[config.mk]
export PLATFORM = sky130hd
export DESIGN_NAME = gpio_pad_ctrl
export DESIGN_NICKNAME = d
export VERILOG_FILES = /design/src/rtl/gpio_pad_ctrl.sv
export SDC_FILE = /design/constraint.sdc
export NUM_CORES = 1
export LEC_CHECK = 0
export CAP_MARGIN = 20
export CORE_AREA = 4 4 41 43
export CTS_CLUSTER_DIAMETER = 100
export DETAILED_ROUTE_END_ITERATION = 16
export DIE_AREA = 0 0 45 47
export GPL_TIMING_DRIVEN = 0
export MAX_ROUTING_LAYER = met4
export PLACE_DENSITY_LB_ADDON = 0.12
export SYNTH_ARGS = -nofsm -noshare
export SYNTH_HDL_FRONTEND = slang
export SYNTH_SLANG_ARGS = --single-unit
[constraint.sdc]
create_clock -name clk -period 1.31 [get_ports clk]
set_input_delay 0.262 -clock clk [delete_from_list [all_inputs] [get_ports clk]]
set_output_delay 0.262 -clock clk [all_outputs]
set_load 0.03 [all_outputs]
[src/rtl/gpio_pad_ctrl.sv]
`default_nettype none
// ============================================================================
// Module      : gpio_pad_ctrl
// Description : Single-bit GPIO controller placed directly upstream of a
//               bidirectional PAD_cell. It registers the pad output value and
//               the direction controls, and inserts a one-cycle
//               break-before-make turnaround so that OE and IE are never high
//               together. On the input side it synchronises the pad Y pin,
//               can optionally debounce it, and produces edge pulses and a
//               sticky, maskable interrupt.
//
//   Ports:
//     clk          : system clock, rising edge
//     rst          : asynchronous active-high reset
//     dir          : requested direction (1 = output, 0 = input)
//     out_val      : value driven on the pad in output mode
//     in_en        : input enable request, honoured only in input mode
//     irq_rise_en  : interrupt on a rising edge of in_val
//     irq_fall_en  : interrupt on a falling edge of in_val
//     irq_clr      : clears the sticky interrupt
//     pad_y        : PAD_cell Y
//     pad_a        : PAD_cell A
//     pad_oe       : PAD_cell OE
//     pad_ie       : PAD_cell IE
//     in_val       : synchronised (and debounced when enabled) pad input
//     rise_evt     : one-cycle pulse on in_val 0->1
//     fall_evt     : one-cycle pulse on in_val 1->0
//     irq          : sticky interrupt
//
//   Build option : define GPIO_DEBOUNCE_EN to include the debounce counter.
//                  Without it, in_val follows the synchroniser output and
//                  DEBOUNCE_CNT / CNT_W have no effect.
//
// Revision    : 1.0 - initial release
// ============================================================================
module gpio_pad_ctrl #(
  parameter int DEBOUNCE_CNT = 4,
  parameter int CNT_W        = 4
) (
  input  logic clk,
  input  logic rst,
  input  logic dir,
  input  logic out_val,
  input  logic in_en,
  input  logic irq_rise_en,
  input  logic irq_fall_en,
  input  logic irq_clr,
  input  logic pad_y,
  output logic pad_a,
  output logic pad_oe,
  output logic pad_ie,
  output logic in_val,
  output logic rise_evt,
  output logic fall_evt,
  output logic irq
);

  typedef enum logic [1:0] {
    S_IN   = 2'd0,
    S_TURN = 2'd1,
    S_OUT  = 2'd2
  } state_t;

  state_t r_state;
  logic   r_pad_a;
  logic   r_pad_oe;
  logic   r_pad_ie;
  logic   r_s1;
  logic   r_s2;
  logic   r_in_val_d;
  logic   r_irq;
  logic   w_in_val;
  logic   w_irq_set;

  // Direction FSM. OE/IE are registered from the next state so that both
  // are already low for the whole S_TURN cycle.
  always_ff @(posedge clk or posedge rst) begin
    if (rst) begin
      r_state  <= S_IN;
      r_pad_oe <= 1'b0;
      r_pad_ie <= 1'b0;
    end else begin
      case (r_state)
        S_IN: begin
          r_pad_oe <= 1'b0;
          if (dir) begin
            r_state  <= S_TURN;
            r_pad_ie <= 1'b0;
          end else begin
            r_pad_ie <= in_en;
          end
        end
        S_TURN: begin
          if (dir) begin
            r_state  <= S_OUT;
            r_pad_oe <= 1'b1;
            r_pad_ie <= 1'b0;
          end else begin
            r_state  <= S_IN;
            r_pad_oe <= 1'b0;
            r_pad_ie <= in_en;
          end
        end
        S_OUT: begin
          r_pad_ie <= 1'b0;
          if (!dir) begin
            r_state  <= S_TURN;
            r_pad_oe <= 1'b0;
          end else begin
            r_pad_oe <= 1'b1;
          end
        end
        default: begin
          r_state  <= S_IN;
          r_pad_oe <= 1'b0;
          r_pad_ie <= 1'b0;
        end
      endcase
    end
  end

  // Output data register: follows out_val every cycle whatever the state.
  always_ff @(posedge clk or posedge rst) begin
    if (rst) begin
      r_pad_a <= 1'b0;
    end else begin
      r_pad_a <= out_val;
    end
  end

  // Two-flop synchroniser. It freezes while IE is low so a floating Y is
  // never captured.
  always_ff @(posedge clk or posedge rst) begin
    if (rst) begin
      r_s1 <= 1'b0;
      r_s2 <= 1'b0;
    end else if (r_pad_ie) begin
      r_s1 <= pad_y;
      r_s2 <= r_s1;
    end
  end

`ifdef GPIO_DEBOUNCE_EN
  localparam logic [CNT_W-1:0] c_cnt_last = CNT_W'(DEBOUNCE_CNT - 1);

  logic [CNT_W-1:0] r_cnt;
  logic             r_in_val;

  // in_val only takes the new level once s2 has disagreed with it for
  // DEBOUNCE_CNT consecutive enabled cycles.
  always_ff @(posedge clk or posedge rst) begin
    if (rst) begin
      r_cnt    <= '0;
      r_in_val <= 1'b0;
    end else if ((r_s2 == r_in_val) || !r_pad_ie) begin
      r_cnt <= '0;
    end else if (r_cnt == c_cnt_last) begin
      r_in_val <= r_s2;
      r_cnt    <= '0;
    end else begin
      r_cnt <= r_cnt + CNT_W'(1);
    end
  end

  assign w_in_val = r_in_val;
`else
  logic w_unused_cfg;
  assign w_unused_cfg = ^{DEBOUNCE_CNT[0], CNT_W[0]};
  assign w_in_val     = r_s2;
`endif

  // Edge detection and sticky interrupt; a new event wins over a clear.
  always_ff @(posedge clk or posedge rst) begin
    if (rst) begin
      r_in_val_d <= 1'b0;
      r_irq      <= 1'b0;
    end else begin
      r_in_val_d <= w_in_val;
      r_irq      <= w_irq_set | (r_irq & ~irq_clr);
    end
  end

  assign rise_evt  = w_in_val & ~r_in_val_d;
  assign fall_evt  = ~w_in_val & r_in_val_d;
  assign w_irq_set = (rise_evt & irq_rise_en) | (fall_evt & irq_fall_en);

  assign pad_a  = r_pad_a;
  assign pad_oe = r_pad_oe;
  assign pad_ie = r_pad_ie;
  assign in_val = w_in_val;
  assign irq    = r_irq;

endmodule
`default_nettype wire

### Word level (Yosys, flattened, before mapping)

Cells that the tools add are included.

* flip-flop bits (word level): 9
* bits of input ports: 9
* output and inout bits: 7
* logic and storage cells: 34

* equality and inequality tests: 4
* multiplexer cells: 8
* bitwise operators: 10
* reduce and logical (&&, ||, !) cells: 4

Operators with widths (number)
* 2-bit two-way mux: 3
* 2-bit one-hot mux with 3 select lines: 1
* 1-bit bitwise AND: 5
* 1-bit two-way mux: 4
* 2-bit != test, second input constant: 2
* 2-bit OR reduction: 2
* 1-bit NOT: 3
* 2-bit by 1-bit equality test with 1-bit output, second input constant: 1
* 2-bit equality test, second input constant: 1
* 2-bit logical NOT: 1
* 1-bit bitwise OR: 2
* 2-bit AND reduction: 1

### Depth between registers and ports, before layout

* word-level depth: 5
* gate-level depth with buffers: 4
* depth with buffers taken out: 4

### Least setup slack after synthesis

No wires, ideal clock.

* kind: register -> register
* from: reg r_s2, in the netlist in_val
* to: reg r_irq, in the netlist irq
* library setup time: 68 ps
* arrival: 1256 ps
* data required time: 1242 ps
* slack: -14 ps
* stages on the path, launching flop included: 3
* path buffers: 0
* period minus slack after synthesis: 1324 ps
* cell sequence: dfrtp_1 -> nor2b_1 -> a221o_1

* cells in the longest elaborated chain, start to end: 5
* elaborated cells between the ends (all ways): 7
* classes of those cells: bitwise: 7

RTL lines
* from (decl): RTL line 69 `logic r_s2;`
* from (signal assigned): RTL line 139 `r_s2 <= r_s1;`
* 1-bit NOT: RTL line 184 `assign fall_evt = ~w_in_val & r_in_val_d;`
* 1-bit bitwise AND: RTL line 184
* named net fall_evt: RTL line 54 `output logic fall_evt,`
* 1-bit bitwise AND: RTL line 185 `assign w_irq_set = (rise_evt & irq_rise_en) | (fall_evt & irq_fall_en);`
* 1-bit bitwise OR: RTL line 185
* 1-bit bitwise OR: RTL line 179 `r_irq <= w_irq_set | (r_irq & ~irq_clr);`
* to (signal assigned): RTL line 179
* to (decl): RTL line 71 `logic r_irq;`

The timed path passes the listed nets, and every way through them passes these cells.
A chain may end at the register's enable or synchronous reset.

### Worst setup path after layout

* from: reg r_s2, in the netlist in_val
* to: out rise_evt

* cells in the longest elaborated chain, start to end: 1

RTL lines
* 1-bit bitwise AND: RTL line 183 `assign rise_evt = w_in_val & ~r_in_val_d;`
* to (decl): RTL line 53 `output logic rise_evt,`

No other way between the ends.

==> out/qor.log <==
[outcome] status finished, final reports clean
[yosys] fraction of synthesized cell area in xor and xnor cells 0
[timing] Max Slew Vio Count 0
[routing] post-route DRC violation count 0
[final_layout] fraction of layout instances using a drive strength above 1 0.212
[yosys] Cells after Synth 31
[clock_network] number of sinks driven by the clock tree 9
[yosys] Netlist Area Pre-Place 405 um^2
[yosys] asr flop ratio synth 1.00
[timing] final period utilization 0.958
[floorplanning] core outline area 1300 um^2
[placement] number of placed instances with taps included 61
[yosys] Post-synth EDFFs 0
[clock_network] Clock Tree Buf Depth 2
[clock_network] clock tree root buffer cell sky130_fd_sc_hd__clkbuf_4
[floorplanning] number of top-level pins 16
[yosys] sequential cell area fraction in the yosys report 0.556
[routing] Via-to-Cell Ratio 4.51
[worst_setup_path] minimum setup slack among reg-to-reg paths 0.12 ns
[placement] count of buffers from port buffering 15
[yosys] Area contributors post-synth sky130_fd_sc_hd__dfrtp_1 56%, sky130_fd_sc_hd__ha_1 12%, sky130_fd_sc_hd__mux2_1 5.6%
[routing] number of antenna-violating nets in the routed design 0
[min_path] worst hold path type in -> async
[yosys] flop and latch count out of synthesis 9
[clock_network] post-cts hold buffer count 0
[worst_setup_path] data required time of the critical path 1.05 ns
[timing] setup violation total in the final timing report 0
[worst_setup_path] maximum fanout encountered on the critical timing path 5
[timing] Highest Clock Rate 0.797 GHz
[floorplanning] initial standard-cell utilization of the core 0.312
[yosys] share of the synthesized area in the top cell type 0.556
[timing] final-report hold violation count 0
[run] number of maximum-capacitance constraint violations 0
[timing] Worst Skew 0.00215 ns
[timing] Hold Worst Slack 0.272 ns
[yosys] cell type with the highest aggregate area in the netlist sky130_fd_sc_hd__dfrtp_1
[final_layout] number of diodes added for antenna fixing 0
[power] power per unit of standard cell area 2260 nW/um^2
[yosys] most instantiated library cell after synthesis sky130_fd_sc_hd__dfrtp_1
[clock_network] maximum level of the CTS H-tree 1
[yosys] number of nets in the synthesized netlist 44
[yosys] count of warnings emitted by yosys 0
[floorplanning] floorplan die area 2120 um^2
[placement] placed instance area 577 um^2
[yosys] leading post-synthesis cells by instance count 9 x sky130_fd_sc_hd__dfrtp_1, 4 x sky130_fd_sc_hd__ha_1, 3 x sky130_fd_sc_hd__inv_1
[clock_network] clock insertion delay at the later pin of the skew report 0.25 ns
[yosys] average cell area after synthesis 13.1 um^2
[timing] unrepaired setup endpoints after global routing true
[routing] number of search-and-repair iterations in the first detailed-routing pass 1
[routing] wire length reported by the detailed router 797 um
[global_route] pin count of the biggest net entering global routing 10
[power] LEAKAGE 0.290 nW
[worst_setup_path] category of the worst setup path capture point output port
[final_layout] Nets 66
[yosys] largest family of logic cells by synthesized area simple AND/OR/NAND/NOR gates
[yosys] most common flop cell mapped by yosys sky130_fd_sc_hd__dfrtp_1
[clock_network] TritonCTS clock tree done
[final_layout] core occupancy in the finished layout 0.465
[floorplanning] site row count 13
[yosys] Synth Area in Simple Gates 0.145
[worst_setup_path] CP Cell Sequence nor2b_4 -> buf_4
[placement] final weighted congestion in routability-driven placement 0.701
[final_layout] post-route cell area 606 um^2
[floorplanning] Die W 45 um
[yosys] multiplexer share of the synthesized area 0.0802
[routing] number of vias in the routed layout 302
[routing] average routed wire per standard cell 11.9 um
[global_route] final global-route overflow total 0
[power] highest ir drop seen on vdd 0.763 mV
[final_layout] non-filler cells in the finished layout 67
[timing] Relative slew margins 0.774
[yosys] number of distinct library cells after synthesis 14
[global_route] first-pass GRT wire length 1390 um
[clock_network] Clk pin slew, worst setup/hold paths 0.06 ns
[worst_setup_path] worst setup path class reg -> out
[global_route] initial antenna violation count 0
[yosys] adder and majority cell fraction of the synthesized area 0.123
[global_route] global-route total usage across every layer 0.0950
[timing] actual slew at the worst max-slew pin 0.338 ns
[routing] initial detailed-routing violation count 0
[clock_network] number of buffers created by CTS 3
[placement] post-detail-place hpwl 646 um
[worst_setup_path] data arrival time of the critical path 0.99 ns
[global_route] number of global-route vias before repair 346
[final_layout] area added between synthesis and finish 49.4%
[worst_setup_path] Setup crit start kind register
[yosys] post-synthesis compound-gate area fraction 0.0679
[worst_setup_path] crit-path max cell delay 0.41 ns
[floorplanning] die outline height 47 um
[timing] minimum period implied by the final worst setup slack 1.26 ns
[worst_setup_path] slowest cell on the critical path sky130_fd_sc_hd__dfrtp_1
## layout by cell type (no fill, tap or decap), types with 2 or more instances in the layout
cell / n
sky130_fd_sc_hd__buf_4: 4
sky130_fd_sc_hd__clkbuf_4: 3
sky130_fd_sc_hd__clkdlybuf4s50_1: 8
sky130_fd_sc_hd__dfrtp_1: 9
sky130_fd_sc_hd__dlygate4sd2_1: 3
sky130_fd_sc_hd__ha_1: 4
sky130_fd_sc_hd__inv_1: 3
sky130_fd_sc_hd__mux2_1: 2
sky130_fd_sc_hd__nor2_1: 2
sky130_fd_sc_hd__nor3b_1: 2
## critical path: cells and delay by family (launching register included)
kind,cells,cell delay (ns)
buffers and inverters,1,0.16
and+or+nand+nor,1,0.17
DFF,1,0.41
## worst paths after layout
check                      depth (start not counted)          to       start
min                                                2        r_s1         rst
max                                                2    rise_evt      in_val
max in group asynchronous                          2  r_state[0]         rst
max reg2reg                                        4  r_state[0]  r_state[0]
min reg2reg                                        0  r_in_val_d      in_val
min in group clk                                   1       pad_a     out_val
## power breakdown
part / total, mW / internal (mW) / switching [mW]
Sequential: 0.480 / 0.393 / 0.0866
Combinational: 0.686 / 0.319 / 0.367
Clock: 0.202 / 0.117 / 0.0857
Total: 1.37 / 0.829 / 0.539
## repair_timing
action	4_1_cts	5_1_grt
buffers inserted	0	2
endpoints found under the setup margin	7	3
resized for setup	19	3
## cell families (layout without fill, tap and decap cells)
| logic type | count (synthesis) | after routing |
|---|---|---|
| compound gates | 3 | 3 |
| buf+inv | 3 | 24 |
| simple gates | 9 | 9 |
| mux | 3 | 3 |
| flops | 9 | 9 |
| fa+ha+maj | 4 | 4 |
## layout make-up
cell class	count	area, um^2
tap	15	18.8
multi-input combinational	19	171
inverter	3	11.3
sequential	9	225
fill	127	696
clock buffer	4	26.3
timing repair buffer	17	153
## flip-flops by register name, summed over array words and instances, names as in the netlist
name / flops
in_val: 1
pad_oe: 1
irq: 1
r_s1: 1
r_state: 2
pad_a: 1
pad_ie: 1
r_in_val_d: 1
## through the flow
stage	setup TNS (ns)	setup WS (ns)	total power, mW
after floorplan	0	0.135	0.919
after global placement	-0.403	-0.186	1.15
after detailed placement	-0.440	-0.198	1.19
after CTS	0	0.00803	1.35
after global routing	-0.00263	-0.00263	1.48
final	0	0.0549	1.37
## per-layer routing
metal  vias to the layer above  global-route usage  part of all wire
li1                        147                   -                 -
met1                       142               0.101              0.38
met2                        13               0.155              0.51
met3                         0              0.0421              0.12
met4                         0              0.0351                 0
met5                         -                   -                 0
Note: power is estimated with default switching activity, not from simulation.
